===== src/rtl/cache_loader.sv =====
`default_nettype none
// ============================================================================
// Module   : cache_loader
// Purpose  : Streams a 2^ADDR_W byte image from the host link into the ROM-cache
//            SRAM while holding the Z80 bus. Optional macro: CACHE_LOADER_CHECKSUM_EN.
// Revision : 1.0 - initial release
// ============================================================================
module cache_loader #(
    parameter int          ADDR_W    = 14,
    parameter int          WE_CYCLES = 2,
    parameter int          TIMEOUT   = 1000000,
    parameter logic [7:0]  SYNC_BYTE = 8'h55
) (
    input  logic              clk,
    input  logic              reset,
    input  logic              rx_valid,
    input  logic [7:0]        rx_data,
    output logic              rx_ready,
    input  logic              busack_n,
    output logic              busrq_n,
    output logic              bus_own,
    output logic [ADDR_W-1:0] sram_a,
    output logic              sram_a14,
    output logic [7:0]        sram_d,
    output logic              sram_d_oe,
    output logic              sram_ce_n,
    output logic              sram_we_n,
    output logic              sram_oe_n,
    output logic              done,
    output logic              err
);

    localparam int c_TO_W = $clog2(TIMEOUT + 1);

    localparam logic [3:0] c_IDLE   = 4'd0;
    localparam logic [3:0] c_BANK   = 4'd1;
    localparam logic [3:0] c_REQ    = 4'd2;
    localparam logic [3:0] c_WAIT   = 4'd3;
    localparam logic [3:0] c_SETUP  = 4'd4;
    localparam logic [3:0] c_STROBE = 4'd5;
    localparam logic [3:0] c_HOLD   = 4'd6;
    localparam logic [3:0] c_FINISH = 4'd7;
`ifdef CACHE_LOADER_CHECKSUM_EN
    localparam logic [3:0] c_CHECK  = 4'd8;
`endif

    logic [3:0]        r_state;
    logic [3:0]        w_next;
    logic [1:0]        r_ack_sync;
    logic [3:0]        r_we_cnt;
    logic [c_TO_W-1:0] r_to_cnt;

    logic w_granted;
    logic w_accept;
    logic w_timed;
    logic w_timeout;
    logic w_last;
    logic w_we_last;
    logic w_sum_bad;
    logic w_err_set;
    logic w_err_clr;

    logic w_rx_ready;
    logic w_busrq_n;
    logic w_bus_own;
    logic w_ce_n;
    logic w_we_n;
    logic w_d_oe;
    logic w_done;

    assign w_granted = ~r_ack_sync[1];
    assign w_accept  = rx_valid & rx_ready;
    assign w_last    = (sram_a == {ADDR_W{1'b1}});
    assign w_we_last = (r_we_cnt == 4'(WE_CYCLES - 1));
    assign sram_oe_n = 1'b1;

`ifdef CACHE_LOADER_CHECKSUM_EN
    logic [7:0] r_sum;
    assign w_timed   = (r_state == c_BANK) || (r_state == c_WAIT) || (r_state == c_CHECK);
    assign w_sum_bad = (r_state == c_CHECK) && w_accept && (rx_data != r_sum);
`else
    assign w_timed   = (r_state == c_BANK) || (r_state == c_WAIT);
    assign w_sum_bad = 1'b0;
`endif

    // The counter measures idle clocks since the last accepted byte in a waiting state
    assign w_timeout = w_timed && !w_accept && (r_to_cnt == c_TO_W'(TIMEOUT - 1));
    assign w_err_set = w_timeout | w_sum_bad;
    assign w_err_clr = (r_state == c_IDLE) && w_accept && (rx_data == SYNC_BYTE);

    // State register; pin outputs are registered from the next-state decode so they
    // change glitch-free on the same edge as the state
    always_ff @(posedge clk or posedge reset) begin
        if (reset) begin
            r_state   <= c_IDLE;
            rx_ready  <= 1'b0;
            busrq_n   <= 1'b1;
            bus_own   <= 1'b0;
            sram_ce_n <= 1'b1;
            sram_we_n <= 1'b1;
            sram_d_oe <= 1'b0;
            done      <= 1'b0;
        end else begin
            r_state   <= w_next;
            rx_ready  <= w_rx_ready;
            busrq_n   <= w_busrq_n;
            bus_own   <= w_bus_own;
            sram_ce_n <= w_ce_n;
            sram_we_n <= w_we_n;
            sram_d_oe <= w_d_oe;
            done      <= w_done;
        end
    end

    always_comb begin
        w_next = r_state;
        case (r_state)
            c_IDLE: begin
                if (w_accept && (rx_data == SYNC_BYTE)) w_next = c_BANK;
            end
            c_BANK: begin
                if (w_timeout)     w_next = c_IDLE;
                else if (w_accept) w_next = c_REQ;
            end
            c_REQ: begin
                if (w_granted) w_next = c_WAIT;
            end
            c_WAIT: begin
                if (w_timeout)     w_next = c_IDLE;
                else if (w_accept) w_next = c_SETUP;
            end
            c_SETUP:  w_next = c_STROBE;
            c_STROBE: begin
                if (w_we_last) w_next = c_HOLD;
            end
            c_HOLD: begin
`ifdef CACHE_LOADER_CHECKSUM_EN
                w_next = w_last ? c_CHECK : c_WAIT;
`else
                w_next = w_last ? c_FINISH : c_WAIT;
`endif
            end
`ifdef CACHE_LOADER_CHECKSUM_EN
            c_CHECK: begin
                if (w_timeout)      w_next = c_IDLE;
                else if (w_sum_bad) w_next = c_IDLE;
                else if (w_accept)  w_next = c_FINISH;
            end
`endif
            c_FINISH: w_next = c_IDLE;
            default:  w_next = c_IDLE;
        endcase
    end

    always_comb begin
        w_rx_ready = 1'b0;
        w_busrq_n  = 1'b1;
        w_bus_own  = 1'b0;
        w_ce_n     = 1'b1;
        w_we_n     = 1'b1;
        w_d_oe     = 1'b0;
        w_done     = 1'b0;
        case (w_next)
            c_IDLE, c_BANK: w_rx_ready = 1'b1;
            c_REQ:          w_busrq_n  = 1'b0;
            c_WAIT: begin
                w_rx_ready = 1'b1;
                w_busrq_n  = 1'b0;
                w_bus_own  = 1'b1;
                w_ce_n     = 1'b0;
            end
            c_SETUP, c_HOLD: begin
                w_busrq_n  = 1'b0;
                w_bus_own  = 1'b1;
                w_ce_n     = 1'b0;
                w_d_oe     = 1'b1;
            end
            c_STROBE: begin
                w_busrq_n  = 1'b0;
                w_bus_own  = 1'b1;
                w_ce_n     = 1'b0;
                w_d_oe     = 1'b1;
                w_we_n     = 1'b0;
            end
`ifdef CACHE_LOADER_CHECKSUM_EN
            c_CHECK: begin
                w_rx_ready = 1'b1;
                w_busrq_n  = 1'b0;
                w_bus_own  = 1'b1;
                w_ce_n     = 1'b0;
            end
`endif
            c_FINISH: w_done = 1'b1;
            default: ;
        endcase
    end

    // BUSACK is asynchronous to clk
    always_ff @(posedge clk or posedge reset) begin
        if (reset) r_ack_sync <= 2'b11;
        else       r_ack_sync <= {r_ack_sync[0], busack_n};
    end

    always_ff @(posedge clk or posedge reset) begin
        if (reset) begin
            r_to_cnt <= '0;
            r_we_cnt <= '0;
            sram_a   <= '0;
            sram_a14 <= 1'b0;
            sram_d   <= '0;
            err      <= 1'b0;
        end else begin
            if (w_timed && !w_accept) r_to_cnt <= r_to_cnt + 1'b1;
            else                      r_to_cnt <= '0;

            if (r_state == c_STROBE) r_we_cnt <= r_we_cnt + 1'b1;
            else                     r_we_cnt <= '0;

            if ((r_state == c_REQ) && w_granted)      sram_a <= '0;
            else if ((r_state == c_HOLD) && !w_last)  sram_a <= sram_a + 1'b1;

            if ((r_state == c_BANK) && w_accept) sram_a14 <= rx_data[0];
            if ((r_state == c_WAIT) && w_accept) sram_d   <= rx_data;

            if (w_err_set)      err <= 1'b1;
            else if (w_err_clr) err <= 1'b0;
        end
    end

`ifdef CACHE_LOADER_CHECKSUM_EN
    always_ff @(posedge clk or posedge reset) begin
        if (reset)                                r_sum <= '0;
        else if ((r_state == c_BANK) && w_accept) r_sum <= '0;
        else if ((r_state == c_WAIT) && w_accept) r_sum <= r_sum + rx_data;
    end
`endif

endmodule
`default_nettype wire


===== config.mk =====
export PLATFORM = sky130hd
export DESIGN_NAME = cache_loader
export DESIGN_NICKNAME = d
export VERILOG_FILES = /design/src/rtl/cache_loader.sv
export SDC_FILE = /design/constraint.sdc
export NUM_CORES = 1
export LEC_CHECK = 0
export CAP_MARGIN = 10
export CORE_ASPECT_RATIO = 0.5
export CORE_MARGIN = 3
export CORE_UTILIZATION = 56
export CTS_BUF_LIST = sky130_fd_sc_hd__clkbuf_4 sky130_fd_sc_hd__clkbuf_8
export DETAILED_ROUTE_END_ITERATION = 8
export PLACE_DENSITY = 0.82
export SLEW_MARGIN = 0
export SYNTH_ARGS = -nofsm -noshare
export SYNTH_HDL_FRONTEND = slang
export SYNTH_SLANG_ARGS = --single-unit

===== constraint.sdc =====
create_clock -name clk -period 2.7 [get_ports clk]
set_input_delay 0.54 -clock clk [delete_from_list [all_inputs] [get_ports clk]]
set_output_delay 0.54 -clock clk [all_outputs]
set_load 0.05 [all_outputs]

* Word-level counts from Yosys, hierarchy flattened
Index checks and enable logic that the tools add are counted.
Storage, ports and cells: register bits 61, input port bits 12, output and inout bits 32, logic and storage cells 79
Operators by class: $add $sub $neg 3, equal/unequal tests 17, muxes and demuxes 22, bitwise gates (word level) 2, reductions and logical operators 20
Operator list (number):
- $mux 4 | 8
- $eq 4x3->1 const B | 7
- $mux 14 | 2
- $pmux 4 s7 | 1
- $add 20x1->20 const B | 1
- $eq 20x20->1 const B | 1
- $mux 20 | 1
- $eq 4x2->1 const B | 4
- $add 14x1->14 const B | 1
- $eq 14x14->1 const B | 1
- $eq 4x1->1 const B | 3
- $logic_and 1x1->1 | 9
- $mux 1 | 9
- $eq 8x7->1 const B | 1
- $logic_not 4->1 | 2
- $reduce_or 3->1 | 2
- $reduce_or 5->1 | 1
- $add 4x1->4 const B | 1
- $reduce_bool 2->1 | 2
- $reduce_or 4->1 | 1
- $mux 3 | 1
- $logic_not 1->1 | 2
- $and 1x1->1 | 1
- $logic_or 1x1->1 | 1
- $not 1->1 | 1

* Logic depth before layout (Yosys ltp)
Gate-level depths: netlist (run 1).
depth after elaboration 9, mapped depth 8, depth with buffers taken out 8

* Least setup slack after synthesis (run 1)
Ideal clock, no wire load.
path kind reg-to-reg, from register sram_a[5], to register sram_we_n, setup time 88 ps, arrival time 1958 ps, required time 2612 ps, slack 654 ps, stages on the path, launching flop included 6, path buffers 0, period minus slack after synthesis 2046 ps, cells stage by stage dfrtp_1 and4_2 nand4_4 nor4_1 nor2_4 or3_1
On the way: cells in the longest elaborated chain, start to end 5
RTL lines:
- start: declaration | line 22 | output logic [ADDR_W-1:0] sram_a,
- start signal: assignment | line 220 | else if ((r_state == c_HOLD) && !w_last) sram_a <= sram_a + 1'b1;
- $eq 14x14->1 | line 73 | assign w_last = (sram_a == {ADDR_W{1'b1}});
- $mux 3 | line 140 | w_next = w_last ? c_FINISH : c_WAIT;
- $pmux 4 s7 | line 117 | case (r_state)
- $eq 4x3->1 | line 163 | case (w_next)
- $mux 1 | line 163
- via w_we_n | line 67 | logic w_we_n;
- end signal: assignment | line 109 | sram_we_n <= w_we_n;
- end: declaration | line 27 | output logic sram_we_n,
The timed path passes the listed nets, and every way through them passes these cells. A chain may end at the register's enable or synchronous reset.

* Worst setup path in the final report (run 1)
from register sram_a[9], to output sram_a[9]
No word-level cell between the ends.

==> results.ini, run 1 <==
[run_status]
status = complete, no violations

[sta]
finalCritPeriodShare_pct = 82.1
worst_slew_pin_slew_ns = 0.561
rsz0062_at_grt = false
setup_violations = 0
max-slew-margin-rel_pct = 62.2
fmax_mhz = 451
layout_setup_ws_ns = 0.483
maxSlewViolCount = 0
tns_ns = 0
fin_crit_ns = 2.22
hold_viol = 0
skew_ns = 0.00712

[grt]
grt_pass1_vias = 2258
antenna_found_initial = 0
grt.overflow.total = 0
grtUsageTotal_pct = 22.6
grt_pass1_wl_mm = 10.9
grt_max_degree = 26

[setup_path]
crit_path_end_kind = output port
critPathMaxStageDelay_ns = 0.86
cp_max_fo = 7
arrival_ns = 1.68
start_kind = flop
cpMaxStageDelayCell = clkdlybuf4s50_1
timing_worst_setup_path_type = flop to output port
crit_chain = clkdlybuf4s50_1
crit_buf_inv = 1
cpLargestDelayFamily = buffers and inverters
worst_ep_required_time_ns = 2.16

[clocking]
postCtsSetupBuffers = 0
cts_tree = done
insertion_delay_ns = 0.33
numCtsBuffers = 9
ctsResizeCount = 0
cts_htree_levels = 3
cts_root_buffer = clkbuf_8
ctsHoldBuffers = 0
clk_pin_slew_ns = 0.07
cts_buffer_depth = 2
clkSinkCount = 61

[yosys]
synth.top_cell.area_share_pct = 48.6
synthFlopType = dfrtp_1
synth.most_common_cell = dfrtp_1
synthTopCellsByCount = dfrtp_1, nor2_1, nand2_1
syn_inst = 270
synthTopCellsByArea = dfrtp_1, xnor2_1, dfstp_2
synth.largest_area_cell = dfrtp_1
synth-seq-cells = 61
syn_nets = 286
synth_edf_count = 0
netlist_area_um2 = 2880
async_flop_share_pct = 100
synth_cell_types = 51
avgSynthCellArea_um2 = 10.7
ys_warn_count = 0
yosysSeqAreaShare_pct = 53.1

[floorplanning]
die_width_um = 107
core_area_um2 = 4680
start_util_pct = 61.6
rows = 17
die_area_um2 = 6100
ios = 44
die_h_um = 56.7

[pwr]
ir_worst_vdd_v = 0.000353
power_density_nw_per_um2 = 542
leakagePower_uw = 0.00157

[cells_and_area]
antenna_cells = 0
final.fill_count = 310
multi_input_area_um2 = 1280
stdcell_area_um2 = 3660
ff_latch_area_um2 = 1530
drive_gt1_share_pct = 15.5
fin_nets = 339
final_core_util_pct = 78.2
syn_to_final_growth_pct = 26.8

[drt]
drt_iter0_drc = 119
route.detailed.drc = 0
ant_nets = 0
via_per_inst = 5.61
via_count = 2210
drt-total-wl_mm = 6.07
firstDrtPassIters = 4
drt-wirelength-per-cell_um = 15.4

[job]
drv_cap = 0

[place]
placed_area_um2 = 3410
hpwl_mm = 4.32
place_ws_ns = 0.523
io_buffers = 42
globalplace.congestion = 0.827

[hold_path]
hold_class = flop to flop

-- cells in the final DEF, fill, tap and decap left out, types with 3 or more instances in the layout --
master,instances
a21oi_1,8
and3_1,4
and4_1,3
buf_4,5
bufinv_16,3
clkbuf_8,10
clkdlybuf4s50_1,42
dfrtp_1,56
dfstp_2,5
ha_1,4
inv_1,8
mux2_2,9
mux2i_1,3
nand2_1,17
nand3_1,15
nand4_1,7
nor2_1,35
nor3_1,10
nor4_1,6
o21ai_0,6
or3_1,6
xnor2_1,16
xor2_1,10
-- path summary, 6_finish.rpt --
kind                               startpoint       endpoint  slack, ns  cells after the start
worst max-delay path                sram_a[9]      sram_a[9]       0.48                      1
worst min-delay path            r_ack_sync[0]  r_ack_sync[1]       0.36                      0
worst max register to register    r_to_cnt[0]      sram_we_n       0.70                      6
worst min register to register  r_ack_sync[0]  r_ack_sync[1]       0.36                      0
max in group asynchronous               reset        busrq_n       1.50                      3
min in group asynchronous               reset   r_to_cnt[19]       0.58                      2
-- final cells by class --
class	count	area share, %
clock buffers	10	3.76
inverters	10	1.03
multi-input cells	193	35.0
repair buffers	48	13.1
clock inverters	6	3.01
well taps	66	2.26
flip-flops and latches	61	41.9
-- sequential cells by signal, summed over array words and instances (netlist names) --
signal	count
r_to_cnt	20
sram_a	14
sram_d	8
r_state	4
r_we_cnt	4
r_ack_sync	2
bus_own	1
busrq_n	1
done	1
err	1
rx_ready	1
sram_a14	1
sram_ce_n	1
sram_d_oe	1
sram_we_n	1
-- per-layer routing --
metal	GRT usage [%]	routed length [um]	part of all wire (%)
met5	0	0	0
met4	7.01	68	1.1
met3	7.00	248	4.1
met2	37.2	3070	51
met1	28.9	2680	44
-- worst reg2reg max path, cell delays in order, from the launching register on --
cell     delay (ns)
dfrtp_1        0.38
ha_1           0.22
and4_1         0.27
nand4_1        0.16
nor3_1         0.31
o21ai_1        0.23
or3_1          0.35
-- stage by stage --
step	power (uW)	hold slack [ns]	std cells
after floorplan	973	0.345	270
after global placement	1010	0.354	378
after detailed placement	1010	0.353	378
after CTS	2000	0.365	394
after global routing	2050	0.373	394
final	1980	0.364	394
-- power breakdown --
group	internal (uW)	total [uW]	leakage [uW]	switching, uW
Combinational	27.8	65.6	0.000626	37.8
Clock	636	993	0.000119	357
Sequential	920	924	0.000827	4.17
Total	1580	1980	0.00157	399
-- cells by family (layout without fill, tap and decap cells) --
group,after synthesis,count (layout),synth area share (%)
simple gates,125,125,24.5
flops,61,61,53.1
xor+xnor,26,26,7.90
compound gates,24,24,5.38
buf+inv,16,74,2.52
mux,12,12,4.56
fa+ha+maj,4,4,1.74
other cells,2,2,0.260
(Power assumes the default switching activity.)
==> run 2, diff against run 1 <==
Settings changed: CORE_UTILIZATION 56 to 50, PLACE_DENSITY 0.82 to 0.78.
Clock period 2.7 ns to 2.02 ns, I/O delays scaled along.
==> results.ini, run 2 (same netlist as run 1, synthesis figures left out) <==
[drt]
via_count = 2173  ; -1.7%
route.detailed.drc = 0  ; unchanged
firstDrtPassIters = 5  ; +1
drt-wirelength-per-cell_um = 14.8  ; -3.6%
drt_iter0_drc = 123  ; +3.4%
via_per_inst = 5.37  ; -4.3%
drt-total-wl_mm = 6.01  ; -0.96%
ant_nets = 0  ; unchanged

[place]
hpwl_mm = 4.27  ; -1.2%
placed_cells = 389  ; +2.9%
io_buffers = 42  ; unchanged
globalplace.congestion = 0.919  ; +11%

[grt]
grt_max_degree = 62  ; +140%
grt_pass1_vias = 2130  ; -5.7%
grt_pass1_wl_mm = 10.1  ; -7.4%
antenna_found_initial = 0  ; unchanged
grtUsageTotal_pct = 19.3  ; -3.3 points
grt.overflow.total = 0  ; unchanged

[floorplanning]
rows = 18  ; +1
ios = 44  ; unchanged
core_area_um2 = 5250  ; +12%
die_area_um2 = 6770  ; +11%
start_util_pct = 55.0  ; -6.7 points
die_width_um = 113  ; +5.5%
die_h_um = 59.7  ; +5.2%

[clocking]
clkSinkCount = 61  ; unchanged
insertion_delay_ns = 0.34  ; about the same
postCtsSetupBuffers = 0  ; unchanged
numCtsBuffers = 9  ; unchanged
cts_tree = done
cts_htree_levels = 3  ; unchanged
clk_pin_slew_ns = 0.07  ; about the same
cts_buffer_depth = 2  ; unchanged
cts_root_buffer = clkbuf_8

[setup_path]
cpMaxStageDelayCell = clkdlybuf4s50_1
reg2reg_from = sram_a[4]
timing_worst_setup_path_type = flop to output port
reg2reg_depth = 5  ; -1
worst_ep_required_time_ns = 1.62  ; -0.54 ns
crit_chain = clkdlybuf4s50_1
cp_max_fo = 5  ; -2
crit_path_end_kind = output port
start_kind = flop
critPathMaxStageDelay_ns = 0.81  ; -0.05 ns
arrival_ns = 1.56  ; -0.12 ns
r2r_end = sram_a[3]
setup.worst_path.start = sram_a[5]
rrSetupSlack_ns = 0.15  ; -0.55 ns
cpLargestDelayFamily = buffers and inverters
crit_buf_inv = 1  ; unchanged

[sta]
maxSlewViolCount = 0  ; unchanged
hold_viol = 0  ; unchanged
setup_violations = 0  ; unchanged
worst_slew_pin_slew_ns = 0.532  ; -0.0289 ns
fin_crit_ns = 1.96
skew_ns = 0.0105  ; +0.00337 ns
max-slew-margin-rel_pct = 64.2  ; +1.9 points
fmax_mhz = 509
finalCritPeriodShare_pct = 97.2

[pwr]
leakagePower_uw = 0.00173  ; +10%
ir_worst_vdd_v = 0.000465  ; +32%
power_density_nw_per_um2 = 656  ; +21%

[cells_and_area]
drive_gt1_share_pct = 20.3  ; +4.7 points
syn_to_final_growth_pct = 27.7
instances_no_fill = 405  ; +2.8%
reg_top3 = r_to_cnt: 20 flops, sram_a: 14 flops, sram_d: 8 flops
mostFrequentLayoutCells = dfrtp_1, nor2_1, clkdlybuf4s50_1
top_register = r_to_cnt
fin_nets = 346  ; +2.1%
final_common_cell = dfrtp_1
largest_register_ffs = 20  ; unchanged
final_core_util_pct = 70.2  ; -8.0 points
antenna_cells = 0  ; unchanged

[hold_path]
min_path_cells = 0  ; unchanged
hp-start = r_ack_sync[0]
hold_end = r_ack_sync[1]
hold_class = flop to flop

[job]
drv_cap = 0  ; unchanged

[run_status]
status = complete, no violations

## run 2: cell count changes in the layout (fill, tap and decap cells not counted), sizes merged, moves of 2 or more
| cell | before | now |
|---|---|---|
| clkdlybuf4s50 | 42 | 28 |
| dlymetal6s2s | 0 | 7 |
| buf | 6 | 20 |
| clkbuf | 10 | 14 |
| bufinv | 3 | 1 |
## run 2: layout make-up
type | count | area (um^2)
inverter | 10 | 41.3
sequential | 61 | 1530
clock buffer | 14 | 168
timing repair buffer | 55 | 531
fill | 396 | 1560
clock inverter | 2 | 35.0
multi-input combinational | 193 | 1290
tap | 70 | 87.6
## run 2: repair_timing
item	4_1_cts	5_1_grt
endpoints found under the setup margin	0	10
hold buffers	0	0
gates resized for setup	0	9
## run 2: where the power goes
group          switching, uW  total (uW)  internal (uW)  leakage (uW)
Clock                    435        1090            657      0.000108
Combinational           52.5        90.2           37.7      0.000799
Sequential              4.75        1240           1230      0.000826
## run 2: metal layers
layer | vias up | part of all wire, % | track usage [%]
met1 | 1065 | 45 | 23.9
met4 | 0 | 1.5 | 7.19
met3 | 9 | 3.9 | 5.66
met2 | 38 | 50 | 32.9
li1 | 1061 | - | -
met5 | - | 0 | 0
## run 2: stage by stage
| step | hold WS (ns) | TNS [ns] | setup WS, ns | power, uW | instance area, um^2 |
|---|---|---|---|---|---|
| final | 0.363 | 0 | 0.0570 | 2420 | 3680 |
| after global routing | 0.369 | -0.000378 | -0.000378 | 2510 | 3680 |
| after CTS | 0.364 | 0 | 0.00233 | 2440 | 3660 |
| after detailed placement | 0.355 | -0.0732 | -0.0500 | 1350 | 3450 |
| after global placement | 0.350 | 0 | 0.0317 | 1350 | 3450 |
| after floorplan | 0.345 | -0.0189 | -0.0189 | 1300 | 2890 |
## run 2: how the worst max path moves through the flow
stage                       endpoint  slack, ns  cells after the start
after global placement     sram_d[2]       0.03                      5
after global routing       sram_we_n    -0.0004                      6
final                      sram_a[5]       0.06                      1
after detailed placement   sram_we_n      -0.05                      6
after CTS                 sram_a[11]      0.002                      1
after floorplan            sram_we_n      -0.02                      5
